--- src/rtl/fetch_unit_pkg.sv ---
// Shared fetch-stage definitions: NOP encoding, default reset PC and the IF/ID
// bundle that the decode stage also consumes.
package fetch_unit_pkg;

    localparam logic [31:0] NOP_INSTR        = 32'h0000_0000;
    localparam logic [31:0] DEFAULT_RESET_PC = 32'h0000_0000;

    typedef struct packed {
        logic [31:0] instr;
        logic [31:0] pc;
        logic        valid;
        logic        exc;
    } if_id_t;

endpackage

--- src/rtl/fetch_unit_if_id_reg.sv ---
// IF/ID pipeline register: holds on stall; on flush captures a bubble that
// keeps the incoming PC.
module if_id_reg
    import fetch_unit_pkg::*;
(
    input  logic   clk,
    input  logic   reset,
    input  logic   stall,
    input  logic   flush,
    input  if_id_t d,
    output if_id_t q
);

    if_id_t q_q, q_d;

    always_comb begin
        q_d = q_q;
        if (!stall) begin
            if (flush) begin
                q_d.instr = NOP_INSTR;
                q_d.pc    = d.pc;
                q_d.valid = 1'b0;
                q_d.exc   = 1'b0;
            end else begin
                q_d = d;
            end
        end
    end

    always_ff @(posedge clk) begin
        if (!reset) begin
            q_q <= '0;
        end else begin
            q_q <= q_d;
        end
    end

    assign q = q_q;

endmodule

--- src/rtl/fetch_unit.sv ---
// Instruction-fetch stage: PC, next-PC selection, range/alignment checks and
// the IF/ID register. Macro BRANCH_DELAY_SLOT_EN keeps the delay-slot word.
module fetch_unit
    import fetch_unit_pkg::*;
#(
    parameter logic [31:0] RESET_PC = DEFAULT_RESET_PC,
    parameter int unsigned IM_WORDS = 4096
) (
    input  logic        clk,
    input  logic        reset,
    input  logic        stall,
    input  logic        redirect,
    input  logic [31:0] redirect_pc,
    input  logic [31:0] F_instr,
    output logic [31:0] F_pc,
    output logic [31:0] D_instr,
    output logic [31:0] D_pc,
    output logic        D_valid,
    output logic        D_exc
);

    logic [31:0] pc_q, pc_d;
    logic        misalign_q, misalign_d;
    logic        out_of_range;
    logic        fetch_exc;
    logic        flush;
    if_id_t      fetch_word;
    if_id_t      d_word;

    // Word index compared at 32 bits so any IM_WORDS value is well defined.
    assign out_of_range = ({2'b00, pc_q[31:2]} >= IM_WORDS);
    assign fetch_exc    = out_of_range | misalign_q;

    always_comb begin
        pc_d       = pc_q;
        misalign_d = misalign_q;
        if (!stall) begin
            if (redirect) begin
                pc_d       = {redirect_pc[31:2], 2'b00};
                misalign_d = (redirect_pc[1:0] != 2'b00);
            end else begin
                pc_d       = pc_q + 32'd4;
                misalign_d = 1'b0;
            end
        end
    end

    always_ff @(posedge clk) begin
        if (!reset) begin
            pc_q       <= RESET_PC;
            misalign_q <= 1'b0;
        end else begin
            pc_q       <= pc_d;
            misalign_q <= misalign_d;
        end
    end

    always_comb begin
        fetch_word.instr = fetch_exc ? NOP_INSTR : F_instr;
        fetch_word.pc    = pc_q;
        fetch_word.valid = 1'b1;
        fetch_word.exc   = fetch_exc;
    end

`ifdef BRANCH_DELAY_SLOT_EN
    assign flush = 1'b0;
`else
    assign flush = redirect;
`endif

    if_id_reg u_if_id_reg (
        .clk   (clk),
        .reset (reset),
        .stall (stall),
        .flush (flush),
        .d     (fetch_word),
        .q     (d_word)
    );

    assign F_pc    = pc_q;
    assign D_instr = d_word.instr;
    assign D_pc    = d_word.pc;
    assign D_valid = d_word.valid;
    assign D_exc   = d_word.exc;

endmodule
--- config.mk ---
export PLATFORM = sky130hd
export DESIGN_NAME = fetch_unit
export DESIGN_NICKNAME = d
export VERILOG_FILES = /design/src/rtl/fetch_unit_pkg.sv /design/src/rtl/fetch_unit_if_id_reg.sv /design/src/rtl/fetch_unit.sv
export SDC_FILE = /design/constraint.sdc
export NUM_CORES = 1
export LEC_CHECK = 0
export ABC_AREA = 1
export BUFFER_PORTS_ARGS = -buffer_cell sky130_fd_sc_hd__buf_2
export CORE_AREA = 2 2 115 117
export DETAILED_ROUTE_END_ITERATION = 16
export DIE_AREA = 0 0 117 119
export PLACE_DENSITY = 0.64
export SYNTH_ARGS = -nofsm -noshare
export SYNTH_HDL_FRONTEND = slang
export SYNTH_SLANG_ARGS = --single-unit
--- constraint.sdc ---
create_clock -name clk -period 4.35 [get_ports clk]
set_clock_uncertainty 0.15 [all_clocks]
set_input_delay 0.87 -clock clk [delete_from_list [all_inputs] [get_ports clk]]
set_output_delay 0.87 -clock clk [all_outputs]
set_load 0.05 [all_outputs]
### Word level (Yosys, flattened, before mapping)

Index checks and enable logic that the tools add are counted.

* register bits: 99
* output and inout bits: 98
* word-level logic and storage cells: 14

* add/subtract/negate cells: 1
* order comparisons: 1
* multiplexer cells: 4
* bitwise logic cells: 1
* reductions and logical operators: 1

Operator list (number)
* 2-to-1 mux 66 bit: 1
* 2-to-1 mux 32 bit: 2
* adder 32 x 3 -> 32 bit, second input constant: 1
* >= comparator 30 x 13 -> 1 bit, second input constant: 1
* nonzero test 2 bit: 1
* 2-to-1 mux 1 bit: 1
* bitwise OR 1 bit: 1

### Depth between registers and ports, before layout

Gate-level depths: netlist of run 1.

* word-level depth: 4
* gate-level depth with buffers: 10

### Modules after synthesis

From an unflattened synthesis of run 1, not the netlist that was laid out.

* cell total of the unflattened synthesis: 744
* area, all modules: 5009.8 µm²

Modules (own cells, without submodules)
* fetch_unit: instances 1, cells an instance 458, area each 2725.1 µm², sequential area each 620.6 µm²
* if_id_reg: instances 1, cells an instance 286, area each 2284.7 µm², sequential area each 1321.3 µm²

### Worst setup path before layout of run 1

No wires, ideal clock.

* path type: register to register
* start: reg pc_q[2], in the netlist F_pc[2]
* end: reg pc_q[16], in the netlist F_pc[16]
* data arrival time: 1810 ps
* data required time: 4062 ps
* setup slack: 2251 ps
* cell stages (with the launch flop): 8
* path buffers: 0
* period minus slack after synthesis: 2099 ps
* cell sequence: dfxtp_1 > ha_1 > nand3_1 > nor2_2 > nand3_1 > xor2_1 > nand2_1 > a21oi_1

* longest elaborated chain between the ends: 2

Ends and longest elaborated chain
* start: declaration: RTL line fetch_unit.sv:22 `logic [31:0] pc_q, pc_d;`
* start signal: assignment: RTL line fetch_unit.sv:53 `pc_q <= pc_d;`
* adder 32 x 3 -> 32 bit: RTL line fetch_unit.sv:42 `pc_d = pc_q + 32'd4;`
* 2-to-1 mux 32 bit: RTL line fetch_unit.sv:38 `if (redirect) begin`

No other way between the ends.
A chain may end at the register's enable or synchronous reset.

==> results of run 1 <==
==> final cells by class <==
class | instances | area share
sequential | 95 | 0.315
inverter | 88 | 0.0547
timing repair buffer | 169 | 0.143
clock inverter | 5 | 0.00560
clock buffer | 11 | 0.0402
tap | 176 | 0.0365
antenna | 1 | 0.000415
multi-input combinational | 506 | 0.404
==> cells by family (layout without fill, tap and decap cells) <==
kind of cell | Yosys count | in the layout | share of synthesized area
AO/OA/AOI/OAI | 148 | 148 | 0.161
other | 1 | 5 | 0.000769
flip-flops | 95 | 95 | 0.390
buffers and inverters | 132 | 273 | 0.112
AND/OR/NAND/NOR | 342 | 342 | 0.312
XOR/XNOR | 10 | 10 | 0.0180
adder cells (fa/ha/maj) | 2 | 2 | 0.00513
==> routing by layer <==
metal / up-vias / part of all wire / wire [um] / track usage
li1: 2612 / - / - / -
met5: - / 0 / 0 / 0
met3: 23 / 0.068 / 1010 / 0.0555
met1: 2280 / 0.47 / 6880 / 0.281
met2: 151 / 0.45 / 6590 / 0.335
met4: 0 / 0.019 / 285 / 0.0706
==> flip-flops by register name, indices dropped and copies added, names as in the netlist <==
name	cells
u_if_id_reg.q	64
F_pc	30
misalign_q	1
==> worst min-delay path by stage <==
stage,from,depth (start not counted),end
after floorplan,misalign_q,2,misalign_q
after global placement,u_if_id_reg.q[57],2,u_if_id_reg.q[57]
after detailed placement,u_if_id_reg.q[57],2,u_if_id_reg.q[57]
after CTS,u_if_id_reg.q[57],2,u_if_id_reg.q[57]
after global routing,u_if_id_reg.q[42],2,u_if_id_reg.q[42]
final,u_if_id_reg.q[57],2,u_if_id_reg.q[57]
==> cells in the final DEF, fill, tap and decap left out, drive strengths merged <==
master / instances
ha: 2
nand2: 187
xor2: 10
a31oi: 7
nor2: 100
nor4: 1
a21oi: 83
buf: 169
nand4: 34
nand3: 20
clkbuf: 11
o21ai: 55
inv: 88
clkinvlp: 2
dfxtp: 95
clkinv: 3
a22o: 3
diode: 1
conb: 4
==> power groups by stage <==
stage | clock network [mW] | logic (mW) | registers, mW
2_1_floorplan | 0 | 0.180 | 1.09
3_3_place_gp | 0 | 0.415 | 0.967
3_5_place_dp | 0 | 0.417 | 0.967
4_1_cts | 0.766 | 0.418 | 0.947
5_1_grt | 0.800 | 0.452 | 0.952
6_report | 0.748 | 0.417 | 0.947
==> worst reg2reg max path, cell delays in order, from the launching register on <==
cell	delay, ns
dfxtp_1	0.59
ha_1	0.38
nand3_1	0.20
nor2_2	0.28
nand3_1	0.15
xor2_1	0.17
nand2_1	0.06
a21oi_1	0.06
==> metrics by stage <==
stage               hold WS, ns  cell area (sq um)  utilization  total power [mW]
detailed placement        0.299               5760        0.447              1.38
finish                    0.304               6040        0.469              2.11
CTS                       0.308               6030        0.469              2.13
global route              0.330               6040        0.469              2.20
global placement          0.295               5760        0.447              1.38
floorplan                 0.295               4890            -              1.27
==> flow_results.xml, run 1 <==
<?xml version="1.0" encoding="UTF-8"?>
<metrics>
  <group name="outcome">
    <metric name="status" unit="">finished clean</metric>
  </group>
  <group name="setup_path">
    <metric name="critical_path.startpoint" unit="">stall</metric>
    <metric name="endpoint" unit="">F_pc[20]</metric>
    <metric name="timing.critical_path.slowest_cell_delay" unit="ns">0.82</metric>
    <metric name="rr_startpoint" unit="">F_pc[2]</metric>
    <metric name="timing.critical_path.buf_inv" unit="">4</metric>
    <metric name="cp_data_required_time" unit="ns">4.40</metric>
    <metric name="crit_path_cell_trace" unit="">buf_2, buf_4, inv_2, o21ai_0, inv_1, a21oi_2</metric>
    <metric name="critical_path_type" unit="">in -&gt; reg</metric>
    <metric name="r2r_setup_slack" unit="ns">2.16</metric>
    <metric name="worst_ep_arrival_time" unit="ns">2.61</metric>
    <metric name="path_depth" unit="">6</metric>
    <metric name="crit_path_max_fanout" unit="">73</metric>
    <metric name="cp_slowest_cell" unit="">inv_2</metric>
    <metric name="path_delay_family" unit="">buffers and inverters</metric>
    <metric name="worstSetupEndpointType" unit="">flop</metric>
    <metric name="timing.rr.end" unit="">F_pc[16]</metric>
    <metric name="startpoint_type" unit="">primary input</metric>
    <metric name="timing.reg2reg.worst_path_depth" unit="">7</metric>
  </group>
  <group name="yosys">
    <metric name="synth_area_leader_cell" unit="">dfxtp_1</metric>
    <metric name="synth_sequential_area_ratio" unit="">0.390</metric>
    <metric name="synth_area" unit="sq mm">0.00487</metric>
    <metric name="synth.distinct_cells" unit="">25</metric>
    <metric name="synth_enable_flop_cells" unit="">0</metric>
    <metric name="yosys-top-cells-count" unit="">nand2_1 (176), dfxtp_1 (95), nor2_1 (83)</metric>
    <metric name="ys_ff_latch" unit="">95</metric>
    <metric name="count_of_synthesis_stage_warnings_from_yosys" unit="">0</metric>
    <metric name="synthesis.instances" unit="">730</metric>
    <metric name="synth_top_area_frac" unit="">0.390</metric>
    <metric name="netlist_top_cells_area" unit="">dfxtp_1 (39%), nand2_1 (14%), a21oi_1 (7.8%)</metric>
    <metric name="synth_flop_cell" unit="">dfxtp_1</metric>
    <metric name="ffs_w_async_s_r_synth" unit="">0</metric>
    <metric name="synth_most_common_cell" unit="">nand2_1</metric>
    <metric name="synth.avg_cell_area" unit="sq um">6.68</metric>
  </group>
  <group name="detailed_routing">
    <metric name="remaining_drc_errors" unit="">0</metric>
    <metric name="first_pass_iters" unit="">4</metric>
    <metric name="initialDrtViolationCount" unit="">310</metric>
    <metric name="antenna_violating_nets_post_route" unit="">0</metric>
    <metric name="avgRoutedWirePerCell" unit="um">14.1</metric>
    <metric name="vias" unit="">5066</metric>
    <metric name="finalWirelength" unit="mm">14.8</metric>
    <metric name="detail_route.vias_per_cell" unit="">4.82</metric>
  </group>
  <group name="sta">
    <metric name="slew-limit-headroom" unit="">0.294</metric>
    <metric name="final-setup-viol-count" unit="">0</metric>
    <metric name="timing.final.crit_period" unit="ns">2.55</metric>
    <metric name="tightest_slew" unit="ns">1.06</metric>
    <metric name="fmax" unit="MHz">392</metric>
    <metric name="min_period_over_period" unit="">0.587</metric>
    <metric name="grt_setup_unrepaired" unit="">no</metric>
    <metric name="final-max-slew-violation-count" unit="">0</metric>
    <metric name="setup_ws" unit="ns">1.80</metric>
    <metric name="timing.final.hold_violations" unit="">0</metric>
    <metric name="totalNegativeSetupSlack" unit="ns">0</metric>
  </group>
  <group name="layout">
    <metric name="finalNetCount" unit="">939</metric>
    <metric name="flow.area_growth_from_synthesis" unit="%">23.8</metric>
    <metric name="stdcell_count" unit="">1051</metric>
    <metric name="multi_input_comb_area" unit="sq mm">0.00244</metric>
    <metric name="fillCellCount" unit="">1357</metric>
    <metric name="fraction_of_final_layout_cells_with_drive_strength_greater_than_1" unit="">0.262</metric>
    <metric name="layout.area.seq" unit="sq mm">0.00190</metric>
  </group>
  <group name="place">
    <metric name="gp_routability_congestion" unit="">0.937</metric>
    <metric name="dp_hpwl" unit="mm">10.3</metric>
    <metric name="dp_cells" unit="">1034</metric>
    <metric name="place_ws" unit="ns">1.43</metric>
    <metric name="io_buffers" unit="">161</metric>
  </group>
  <group name="grt">
    <metric name="grt_first_pass_wirelength" unit="mm">23.1</metric>
    <metric name="gr-usage-all-layers" unit="">0.212</metric>
    <metric name="grt_max_degree" unit="">74</metric>
    <metric name="grt_overflow_total" unit="">0</metric>
    <metric name="first_global_vias" unit="">4602</metric>
    <metric name="grt_antenna_before_repair" unit="">1</metric>
  </group>
  <group name="clock_network">
    <metric name="ctsRootBufferMaster" unit="">clkbuf_16</metric>
    <metric name="clock_transition_at_the_registers_of_the_reported_paths" unit="ns">0.07</metric>
    <metric name="holdBufCountCts" unit="">0</metric>
    <metric name="cts-root-to-sink-buffers" unit="">2</metric>
    <metric name="number_of_setup_buffers_added_after_cts" unit="">0</metric>
    <metric name="cts.htree.levels" unit="">3</metric>
    <metric name="clock_tree_from_tritoncts" unit="">built</metric>
    <metric name="clock_insertion_delay_at_the_later_pin_of_the_skew_report" unit="ns">0.36</metric>
    <metric name="sinks_on_the_clock_net" unit="">95</metric>
    <metric name="cts.repair.resized" unit="">0</metric>
    <metric name="cts-buffers-inserted" unit="">9</metric>
  </group>
  <group name="worst_hold_path">
    <metric name="holdCritPathClass" unit="">reg -&gt; reg</metric>
  </group>
  <group name="pwr">
    <metric name="switching_share" unit="">0.331</metric>
    <metric name="power_frac_seq" unit="">0.449</metric>
    <metric name="share_comb_of_total_power" unit="">0.197</metric>
    <metric name="pwr_density_cell" unit="mW/mm^2">350</metric>
    <metric name="worst_ir_drop_vdd" unit="mV">0.172</metric>
    <metric name="pwr-share-clk" unit="">0.354</metric>
    <metric name="p_int" unit="mW">1.41</metric>
    <metric name="power_leakage" unit="nW">2.70</metric>
    <metric name="switching_power" unit="uW">698</metric>
  </group>
  <group name="die">
    <metric name="initial_utilization" unit="">0.379</metric>
    <metric name="site_rows" unit="">42</metric>
    <metric name="ioPinCount" unit="">166</metric>
    <metric name="floorplan.die_area" unit="sq mm">0.0139</metric>
    <metric name="dieWidth" unit="um">117</metric>
    <metric name="core_area" unit="sq mm">0.0129</metric>
    <metric name="floorplan.die.height" unit="um">119</metric>
  </group>
  <group name="job">
    <metric name="cap_violations" unit="">0</metric>
  </group>
</metrics>
(Power assumes the default switching activity.)
==> run 2, diff against run 1 <==
==> constraint.sdc (replaced) <==
create_clock -name clk -period 2.5 [get_ports clk]
set_clock_uncertainty 0.15 [all_clocks]
set_input_delay 0.5 -clock clk [delete_from_list [all_inputs] [get_ports clk]]
set_output_delay 0.5 -clock clk [all_outputs]
set_load 0.05 [all_outputs]
==> run 2 against run 1 <==
First-iteration DRC count shrank 15%. Hold slack lost 0.048 ns. Via count shrank 0.57%. Non-clock buffer count grew 6. Utilization grew 0.87 points. Global-route usage shrank 0.64 points. Sequential power grew 73%. Combinational power grew 78%. Critical path depth grew 1. Power grew 84%. Critical endpoint is now F_pc[16]. Largest cell class unchanged.
==> flow_results.xml, run 2 (synthesis gave the netlist of run 1 again) <==
<?xml version="1.0" encoding="UTF-8"?>
<metrics>
  <group name="setup_path">
    <metric name="critical_path_type" unit="">reg -&gt; reg</metric>
    <metric name="path_delay_family" unit="">simple AND/OR/NAND/NOR gates</metric>
    <metric name="crit_path_max_fanout" unit="">5</metric>
    <metric name="cp_slowest_cell" unit="">dfxtp_1</metric>
    <metric name="timing.critical_path.slowest_cell_delay" unit="ns">0.44</metric>
    <metric name="rr_startpoint" unit="">F_pc[3]</metric>
    <metric name="worst_ep_arrival_time" unit="ns">2.13</metric>
    <metric name="r2r_setup_slack" unit="ns">0.50</metric>
    <metric name="crit_path_cell_trace" unit="">ha_1, nand3_1, nor2_2, nand3_1, xor2_1, nand2_1, a21oi_1</metric>
    <metric name="worstSetupEndpointType" unit="">flop</metric>
    <metric name="crit_top_cell" unit="">nand3_1</metric>
    <metric name="timing.reg2reg.worst_path_depth" unit="">7</metric>
    <metric name="startpoint_type" unit="">flop</metric>
    <metric name="timing.critical_path.buf_inv" unit="">0</metric>
    <metric name="cp_data_required_time" unit="ns">2.63</metric>
    <metric name="timing.rr.end" unit="">F_pc[16]</metric>
  </group>
  <group name="die">
    <metric name="floorplan.die_area" unit="sq mm">0.0139</metric>
    <metric name="ioPinCount" unit="">166</metric>
    <metric name="floorplan.die.height" unit="um">119</metric>
    <metric name="site_rows" unit="">42</metric>
    <metric name="dieWidth" unit="um">117</metric>
    <metric name="initial_utilization" unit="">0.379</metric>
    <metric name="core_area" unit="sq mm">0.0129</metric>
  </group>
  <group name="detailed_routing">
    <metric name="detail_route.vias_per_cell" unit="">4.77</metric>
    <metric name="avgRoutedWirePerCell" unit="um">13.8</metric>
    <metric name="antenna_violating_nets_post_route" unit="">0</metric>
    <metric name="initialDrtViolationCount" unit="">264</metric>
    <metric name="vias" unit="">5037</metric>
    <metric name="first_pass_iters" unit="">7</metric>
    <metric name="finalWirelength" unit="mm">14.5</metric>
    <metric name="remaining_drc_errors" unit="">0</metric>
  </group>
  <group name="layout">
    <metric name="multi_input_comb_area" unit="sq mm">0.00244</metric>
    <metric name="finalNetCount" unit="">945</metric>
    <metric name="layout.area.seq" unit="sq mm">0.00190</metric>
    <metric name="stdcell_count" unit="">1056</metric>
    <metric name="layout.cells.most_common" unit="">nand2_1</metric>
    <metric name="number_of_flip_flops_under_the_largest_register_name" unit="">64</metric>
    <metric name="flow.area_growth_from_synthesis" unit="%">26.1</metric>
    <metric name="num_antenna_cells" unit="">0</metric>
    <metric name="fraction_of_final_layout_cells_with_drive_strength_greater_than_1" unit="">0.268</metric>
    <metric name="fillCellCount" unit="">1375</metric>
    <metric name="mostFrequentLayoutCells" unit="">nand2_1 (176), buf_2 (161), dfxtp_1 (95), nor2_1 (82), inv_1 (80)</metric>
  </group>
  <group name="sta">
    <metric name="grt_setup_unrepaired" unit="">no</metric>
    <metric name="slew-limit-headroom" unit="">0.612</metric>
    <metric name="final-setup-viol-count" unit="">0</metric>
    <metric name="fmax" unit="MHz">500</metric>
    <metric name="timing.final.crit_period" unit="ns">2.00</metric>
    <metric name="final-max-slew-violation-count" unit="">0</metric>
    <metric name="timing.final.hold_violations" unit="">0</metric>
    <metric name="tightest_slew" unit="ns">0.581</metric>
    <metric name="min_period_over_period" unit="">0.801</metric>
    <metric name="totalNegativeSetupSlack" unit="ns">0</metric>
    <metric name="holdWs" unit="ns">0.256</metric>
  </group>
  <group name="pwr">
    <metric name="worst_ir_drop_vdd" unit="mV">0.319</metric>
    <metric name="power_leakage" unit="nW">2.77</metric>
    <metric name="share_comb_of_total_power" unit="">0.191</metric>
    <metric name="pwr_density_cell" unit="mW/mm^2">632</metric>
    <metric name="pwr-share-clk" unit="">0.387</metric>
    <metric name="p_int" unit="mW">2.65</metric>
    <metric name="switching_share" unit="">0.318</metric>
    <metric name="power_frac_seq" unit="">0.422</metric>
    <metric name="totalPowerFinal" unit="mW">3.88</metric>
    <metric name="switching_power" unit="mW">1.23</metric>
  </group>
  <group name="clock_network">
    <metric name="clock_transition_at_the_registers_of_the_reported_paths" unit="ns">0.07</metric>
    <metric name="sinks_on_the_clock_net" unit="">95</metric>
    <metric name="cts.repair.resized" unit="">0</metric>
    <metric name="cts.htree.levels" unit="">3</metric>
    <metric name="cts-buffers-inserted" unit="">9</metric>
    <metric name="clock_insertion_delay_at_the_later_pin_of_the_skew_report" unit="ns">0.35</metric>
    <metric name="holdBufCountCts" unit="">0</metric>
    <metric name="ctsRootBufferMaster" unit="">clkbuf_16</metric>
    <metric name="clock_tree_from_tritoncts" unit="">built</metric>
    <metric name="number_of_setup_buffers_added_after_cts" unit="">0</metric>
    <metric name="cts-root-to-sink-buffers" unit="">2</metric>
  </group>
  <group name="place">
    <metric name="gp_routability_congestion" unit="">0.917</metric>
    <metric name="dp_hpwl" unit="mm">10.4</metric>
    <metric name="dp_cells" unit="">1040</metric>
    <metric name="io_buffers" unit="">161</metric>
  </group>
  <group name="worst_hold_path">
    <metric name="holdCritPathClass" unit="">in -&gt; reg</metric>
    <metric name="worst_hold_path.num_cells" unit="">3</metric>
    <metric name="hold_path.startpoint" unit="">redirect_pc[2]</metric>
    <metric name="timing.hold.worst_endpoint" unit="">F_pc[2]</metric>
  </group>
  <group name="grt">
    <metric name="grt_first_pass_wirelength" unit="mm">22.7</metric>
    <metric name="grt_max_degree" unit="">45</metric>
    <metric name="grt_overflow_total" unit="">0</metric>
    <metric name="first_global_vias" unit="">4501</metric>
    <metric name="gr-usage-all-layers" unit="">0.206</metric>
    <metric name="grt_antenna_before_repair" unit="">0</metric>
  </group>
  <group name="job">
    <metric name="cap_violations" unit="">0</metric>
  </group>
  <group name="outcome">
    <metric name="status" unit="">finished clean</metric>
  </group>
</metrics>
==> run 2: cell count changes in the layout (fill, tap and decap cells not counted), sizes merged <==
cell,before,now
inv,88,89
bufinv,0,2
clkbuf,11,9
clkinv,3,2
diode,1,0
buf,169,175
==> run 2: worst min-delay path, stage by stage <==
cell and delay, ns:
buf_2 0.09, nand2_1 0.05, a21oi_1 0.06
==> run 2: how the worst max path moves through the flow <==
stage             from  slack [ns]  cells past startpoint  endpoint
2_1_floorplan  F_pc[2]        0.40                      7  F_pc[16]
4_1_cts        F_pc[3]        0.49                      7  F_pc[16]
6_report       F_pc[3]        0.50                      7  F_pc[16]
5_1_grt        F_pc[3]        0.38                      7  F_pc[16]
3_5_place_dp   F_pc[3]        0.52                      7  F_pc[16]
3_3_place_gp   F_pc[3]        0.55                      7  F_pc[16]
==> run 2: stage by stage <==
step | util | instance area, sq um | worst slack, ns
finish | 0.478 | 6150 | 0.499
global route | 0.478 | 6150 | 0.379
CTS | 0.478 | 6150 | 0.495
detailed placement | 0.453 | 5830 | 0.521
global placement | 0.453 | 5830 | 0.548
floorplan | - | 4890 | 0.401
==> run 2: power groups by stage <==
stage | Clock (mW) | Sequential [mW] | Combinational, mW
2_1_floorplan | 0 | 1.89 | 0.313
4_1_cts | 1.53 | 1.64 | 0.744
6_report | 1.50 | 1.64 | 0.742
3_5_place_dp | 0 | 1.68 | 0.742
3_3_place_gp | 0 | 1.68 | 0.740
5_1_grt | 1.60 | 1.65 | 0.799
==> run 2: per-layer routing <==
layer / track usage / share of wire / vias up
met5: 0 / 0 / -
met4: 0.0669 / 0.022 / 0
met3: 0.0585 / 0.070 / 25
met2: 0.318 / 0.44 / 151
met1: 0.276 / 0.46 / 2235
li1: - / - / 2626
==> run 2: cell type report <==
| cell class | instances | area share |
|---|---|---|
| clock buffer | 9 | 0.0366 |
| clock inverter | 7 | 0.0157 |
| inverter | 88 | 0.0537 |
| multi-input combinational | 506 | 0.397 |
| sequential | 95 | 0.309 |
| tap | 176 | 0.0358 |
| timing repair buffer | 175 | 0.152 |
==> run 3, diff against run 2 <==
--- a/config.mk
+++ b/config.mk
@@ -5,12 +5,12 @@
 export SDC_FILE = /design/constraint.sdc
 export NUM_CORES = 1
 export LEC_CHECK = 0
-export ABC_AREA = 1
+export ABC_AREA = 0
 export BUFFER_PORTS_ARGS = -buffer_cell sky130_fd_sc_hd__buf_2
-export CORE_AREA = 2 2 115 117
+export CORE_AREA = 2 2 109 111
 export DETAILED_ROUTE_END_ITERATION = 16
-export DIE_AREA = 0 0 117 119
-export PLACE_DENSITY = 0.64
+export DIE_AREA = 0 0 111 113
+export PLACE_DENSITY = 0.65
 export SYNTH_ARGS = -nofsm -noshare
 export SYNTH_HDL_FRONTEND = slang
 export SYNTH_SLANG_ARGS = --single-unit
==> constraint.sdc (replaced) <==
create_clock -name clk -period 2 [get_ports clk]
set_clock_uncertainty 0.15 [all_clocks]
set_input_delay 0.4 -clock clk [delete_from_list [all_inputs] [get_ports clk]]
set_output_delay 0.4 -clock clk [all_outputs]
set_load 0.05 [all_outputs]
==> run 3 against run 2 <==
Non-clock buffer count is 15 higher. Final cell count is 24% lower. Via count is 14% lower. Synthesized area is 11% lower. Utilization is 3.3 points higher. Hold slack worse by 0.12 ns. Wire length is 15% lower. Critical path depth is 2 lower. Sequential share of layout area is 2.7 points higher. Largest cell class unchanged. Design area is 6.3% lower.
==> flow_results.xml, run 3 <==
<?xml version="1.0" encoding="UTF-8"?>
<metrics>
  <group name="layout">
    <metric name="number_of_flip_flops_under_the_largest_register_name" unit="">64</metric>
    <metric name="fillCellCount" unit="">1092</metric>
    <metric name="multi_input_comb_area" unit="sq mm">0.00224</metric>
    <metric name="final_core_utilization" unit="">0.511</metric>
    <metric name="mostFrequentLayoutCells" unit="">buf_2 (160), nor2_1 (87), dfxtp_1 (74), a22oi_1 (37), mux2i_1 (36)</metric>
    <metric name="layout.cells.most_common" unit="">buf_2</metric>
    <metric name="finalNetCount" unit="">728</metric>
    <metric name="fraction_of_final_layout_cells_with_drive_strength_greater_than_1" unit="">0.370</metric>
    <metric name="layout.area.seq" unit="sq mm">0.00194</metric>
    <metric name="flow.area_growth_from_synthesis" unit="%">32.5</metric>
    <metric name="finish.instance_area" unit="sq mm">0.00576</metric>
    <metric name="stdcell_count" unit="">806</metric>
    <metric name="num_antenna_cells" unit="">0</metric>
  </group>
  <group name="yosys">
    <metric name="synth_most_common_cell" unit="">dfxtp_1</metric>
    <metric name="synth_area" unit="sq mm">0.00434</metric>
    <metric name="netlist_top_cells_area" unit="">dfxtp_1 (44%), mux2i_1 (8.3%), nor2_1 (7.7%)</metric>
    <metric name="count_of_synthesis_stage_warnings_from_yosys" unit="">0</metric>
    <metric name="yosys-top-cells-count" unit="">dfxtp_1 (95), nor2_1 (89), a22oi_1 (37)</metric>
    <metric name="synth_area_leader_cell" unit="">dfxtp_1</metric>
    <metric name="ys_ff_latch" unit="">95</metric>
    <metric name="synth_enable_flop_cells" unit="">0</metric>
    <metric name="synth.avg_cell_area" unit="sq um">8.69</metric>
    <metric name="synth_flop_cell" unit="">dfxtp_1</metric>
    <metric name="ffs_w_async_s_r_synth" unit="">0</metric>
    <metric name="synth.distinct_cells" unit="">55</metric>
    <metric name="synthesis.instances" unit="">500</metric>
    <metric name="synth_top_area_frac" unit="">0.438</metric>
    <metric name="synth_sequential_area_ratio" unit="">0.438</metric>
  </group>
  <group name="detailed_routing">
    <metric name="remaining_drc_errors" unit="">0</metric>
    <metric name="first_pass_iters" unit="">4</metric>
    <metric name="initialDrtViolationCount" unit="">250</metric>
    <metric name="vias" unit="">4316</metric>
    <metric name="detail_route.vias_per_cell" unit="">5.35</metric>
    <metric name="avgRoutedWirePerCell" unit="um">15.3</metric>
    <metric name="antenna_violating_nets_post_route" unit="">0</metric>
    <metric name="finalWirelength" unit="mm">12.4</metric>
  </group>
  <group name="pwr">
    <metric name="share_comb_of_total_power" unit="">0.176</metric>
    <metric name="pwr_density_cell" unit="mW/mm^2">762</metric>
    <metric name="power_leakage" unit="nW">2.65</metric>
    <metric name="p_int" unit="mW">3.09</metric>
    <metric name="switching_power" unit="mW">1.30</metric>
    <metric name="pwr-share-clk" unit="">0.362</metric>
    <metric name="power_frac_seq" unit="">0.462</metric>
    <metric name="worst_ir_drop_vdd" unit="mV">0.405</metric>
    <metric name="switching_share" unit="">0.297</metric>
  </group>
  <group name="outcome">
    <metric name="status" unit="">finished clean</metric>
  </group>
  <group name="clock_network">
    <metric name="clock_transition_at_the_registers_of_the_reported_paths" unit="ns">0.07</metric>
    <metric name="sinks_on_the_clock_net" unit="">95</metric>
    <metric name="cts-buffers-inserted" unit="">9</metric>
    <metric name="number_of_setup_buffers_added_after_cts" unit="">0</metric>
    <metric name="clock_tree_from_tritoncts" unit="">built</metric>
    <metric name="clock_insertion_delay_at_the_later_pin_of_the_skew_report" unit="ns">0.34</metric>
    <metric name="ctsRootBufferMaster" unit="">clkbuf_16</metric>
    <metric name="cts-root-to-sink-buffers" unit="">2</metric>
    <metric name="cts.htree.levels" unit="">3</metric>
  </group>
  <group name="place">
    <metric name="io_buffers" unit="">161</metric>
    <metric name="gp_routability_congestion" unit="">0.803</metric>
    <metric name="dpl-instance-area" unit="sq mm">0.00546</metric>
    <metric name="dp_hpwl" unit="mm">9.00</metric>
    <metric name="dp_cells" unit="">790</metric>
    <metric name="place_ws" unit="ns">0.00692</metric>
  </group>
  <group name="sta">
    <metric name="timing.final.crit_period" unit="ns">1.91</metric>
    <metric name="grt_setup_unrepaired" unit="">yes</metric>
    <metric name="min_period_over_period" unit="">0.957</metric>
    <metric name="final-max-slew-violation-count" unit="">0</metric>
    <metric name="setup_ws" unit="ns">0.0852</metric>
    <metric name="fmax" unit="MHz">522</metric>
    <metric name="timing.final.hold_violations" unit="">0</metric>
    <metric name="final-setup-viol-count" unit="">0</metric>
  </group>
  <group name="grt">
    <metric name="grt_met2_use" unit="">0.317</metric>
    <metric name="groute.layer.met3.usage" unit="">0.0530</metric>
    <metric name="gr-usage-met1" unit="">0.257</metric>
    <metric name="gr-usage-all-layers" unit="">0.197</metric>
    <metric name="grt_first_pass_wirelength" unit="mm">20.4</metric>
    <metric name="grt_overflow_total" unit="">0</metric>
    <metric name="grt_antenna_before_repair" unit="">1</metric>
    <metric name="grt.busiest_layer" unit="">met2</metric>
    <metric name="grt_max_degree" unit="">50</metric>
    <metric name="first_global_vias" unit="">4166</metric>
  </group>
  <group name="setup_path">
    <metric name="critical_path_type" unit="">reg -&gt; reg</metric>
    <metric name="worstSetupEndpointType" unit="">flop</metric>
    <metric name="timing.rr.end" unit="">F_pc[25]</metric>
    <metric name="startpoint_type" unit="">flop</metric>
    <metric name="crit_path_max_fanout" unit="">6</metric>
    <metric name="rr_startpoint" unit="">F_pc[9]</metric>
    <metric name="worst_ep_arrival_time" unit="ns">1.98</metric>
    <metric name="timing.reg2reg.worst_path_depth" unit="">5</metric>
    <metric name="r2r_setup_slack" unit="ns">0.09</metric>
    <metric name="cp_data_required_time" unit="ns">2.06</metric>
  </group>
  <group name="die">
    <metric name="ioPinCount" unit="">166</metric>
    <metric name="core_area" unit="sq mm">0.0113</metric>
    <metric name="dieWidth" unit="um">111</metric>
    <metric name="floorplan.die_area" unit="sq mm">0.0125</metric>
    <metric name="site_rows" unit="">39</metric>
    <metric name="floorplan.die.height" unit="um">113</metric>
    <metric name="initial_utilization" unit="">0.385</metric>
  </group>
  <group name="worst_hold_path">
    <metric name="holdCritPathClass" unit="">in -&gt; reg</metric>
    <metric name="hold_path.startpoint" unit="">F_instr[20]</metric>
    <metric name="worst_hold_path.num_cells" unit="">3</metric>
    <metric name="timing.hold.worst_endpoint" unit="">u_if_id_reg.q[54]</metric>
  </group>
  <group name="job">
    <metric name="cap_violations" unit="">0</metric>
  </group>
</metrics>
run 3: changes by cell type after synthesis, moves of 27 or more:
cell     delta
inv_1      -73
a22oi_1    +37
nand4_1    -27
mux2i_1    +36
a21oi_1    -53
nand2_1   -151
o21ai_0    -38
run 3: worst max-delay path: stages (launching register included):
cell and delay (ns):
dfxtp_2 0.37, nand2_1 0.21, or4_4 0.65, nor3_4 0.17, nand3_1 0.10, nor4b_4 0.13
run 3: metrics by stage:
| stage | total power [mW] | hold WS [ns] | TNS, ns |
|---|---|---|---|
| 3_3_place_gp | 2.83 | 0.305 | -0.195 |
| 2_1_floorplan | 2.59 | 0.309 | -0.0281 |
| 3_5_place_dp | 2.84 | 0.307 | 0 |
| 6_report | 4.39 | 0.140 | 0 |
| 4_1_cts | 4.43 | 0.129 | 0 |
| 5_1_grt | 4.58 | 0.130 | -0.0432 |
run 3: cell families after synthesis:
| kind of cell | Yosys count | synth area share |
|---|---|---|
| fa+ha+maj | 2 | 0.00576 |
| buf+inv | 54 | 0.0605 |
| other cells | 1 | 0.000863 |
| compound gates | 125 | 0.194 |
| simple gates | 186 | 0.216 |
| mux | 37 | 0.0855 |
| flops | 95 | 0.438 |
run 3: metal layers:
| layer | vias up | part of all wire |
|---|---|---|
| met5 | - | 0.00089 |
| met1 | 2016 | 0.45 |
| met2 | 171 | 0.46 |
| met3 | 18 | 0.077 |
| li1 | 2109 | - |
| met4 | 2 | 0.014 |
run 3: layout make-up:
cell class / instances / share of cell area
Timing Repair Buffer: 190 / 0.192
Inverter: 8 / 0.00522
Clock inverter: 4 / 0.00391
Tap cell: 143 / 0.0311
Multi-Input combinational cell: 354 / 0.389
Clock buffer: 12 / 0.0428
Sequential cell: 95 / 0.337
run 3: what timing repair did:
item / CTS / global route
hold buffers: 0 / 0
gates resized for setup: 1 / 6
gates cloned: 0 / 0
endpoints found under the setup margin: 32 / 37
pin swaps: 0 / 2
run 3: power groups by stage:
stage | registers, mW | logic, mW | clock network, mW
2_1_floorplan | 2.29 | 0.304 | 0
6_report | 2.03 | 0.771 | 1.59
4_1_cts | 2.03 | 0.772 | 1.63
3_5_place_dp | 2.07 | 0.768 | 0
3_3_place_gp | 2.07 | 0.760 | 0
5_1_grt | 2.04 | 0.825 | 1.72
run 3: worst max-delay path by stage:
stage / cells after the start / end / startpoint
4_1_cts: 7 / u_if_id_reg.q[41] / F_pc[31]
6_report: 5 / F_pc[25] / F_pc[9]
3_3_place_gp: 7 / u_if_id_reg.q[61] / F_pc[31]
2_1_floorplan: 6 / F_pc[22] / F_pc[2]
3_5_place_dp: 7 / u_if_id_reg.q[65] / F_pc[31]
5_1_grt: 6 / F_pc[25] / F_pc[2]
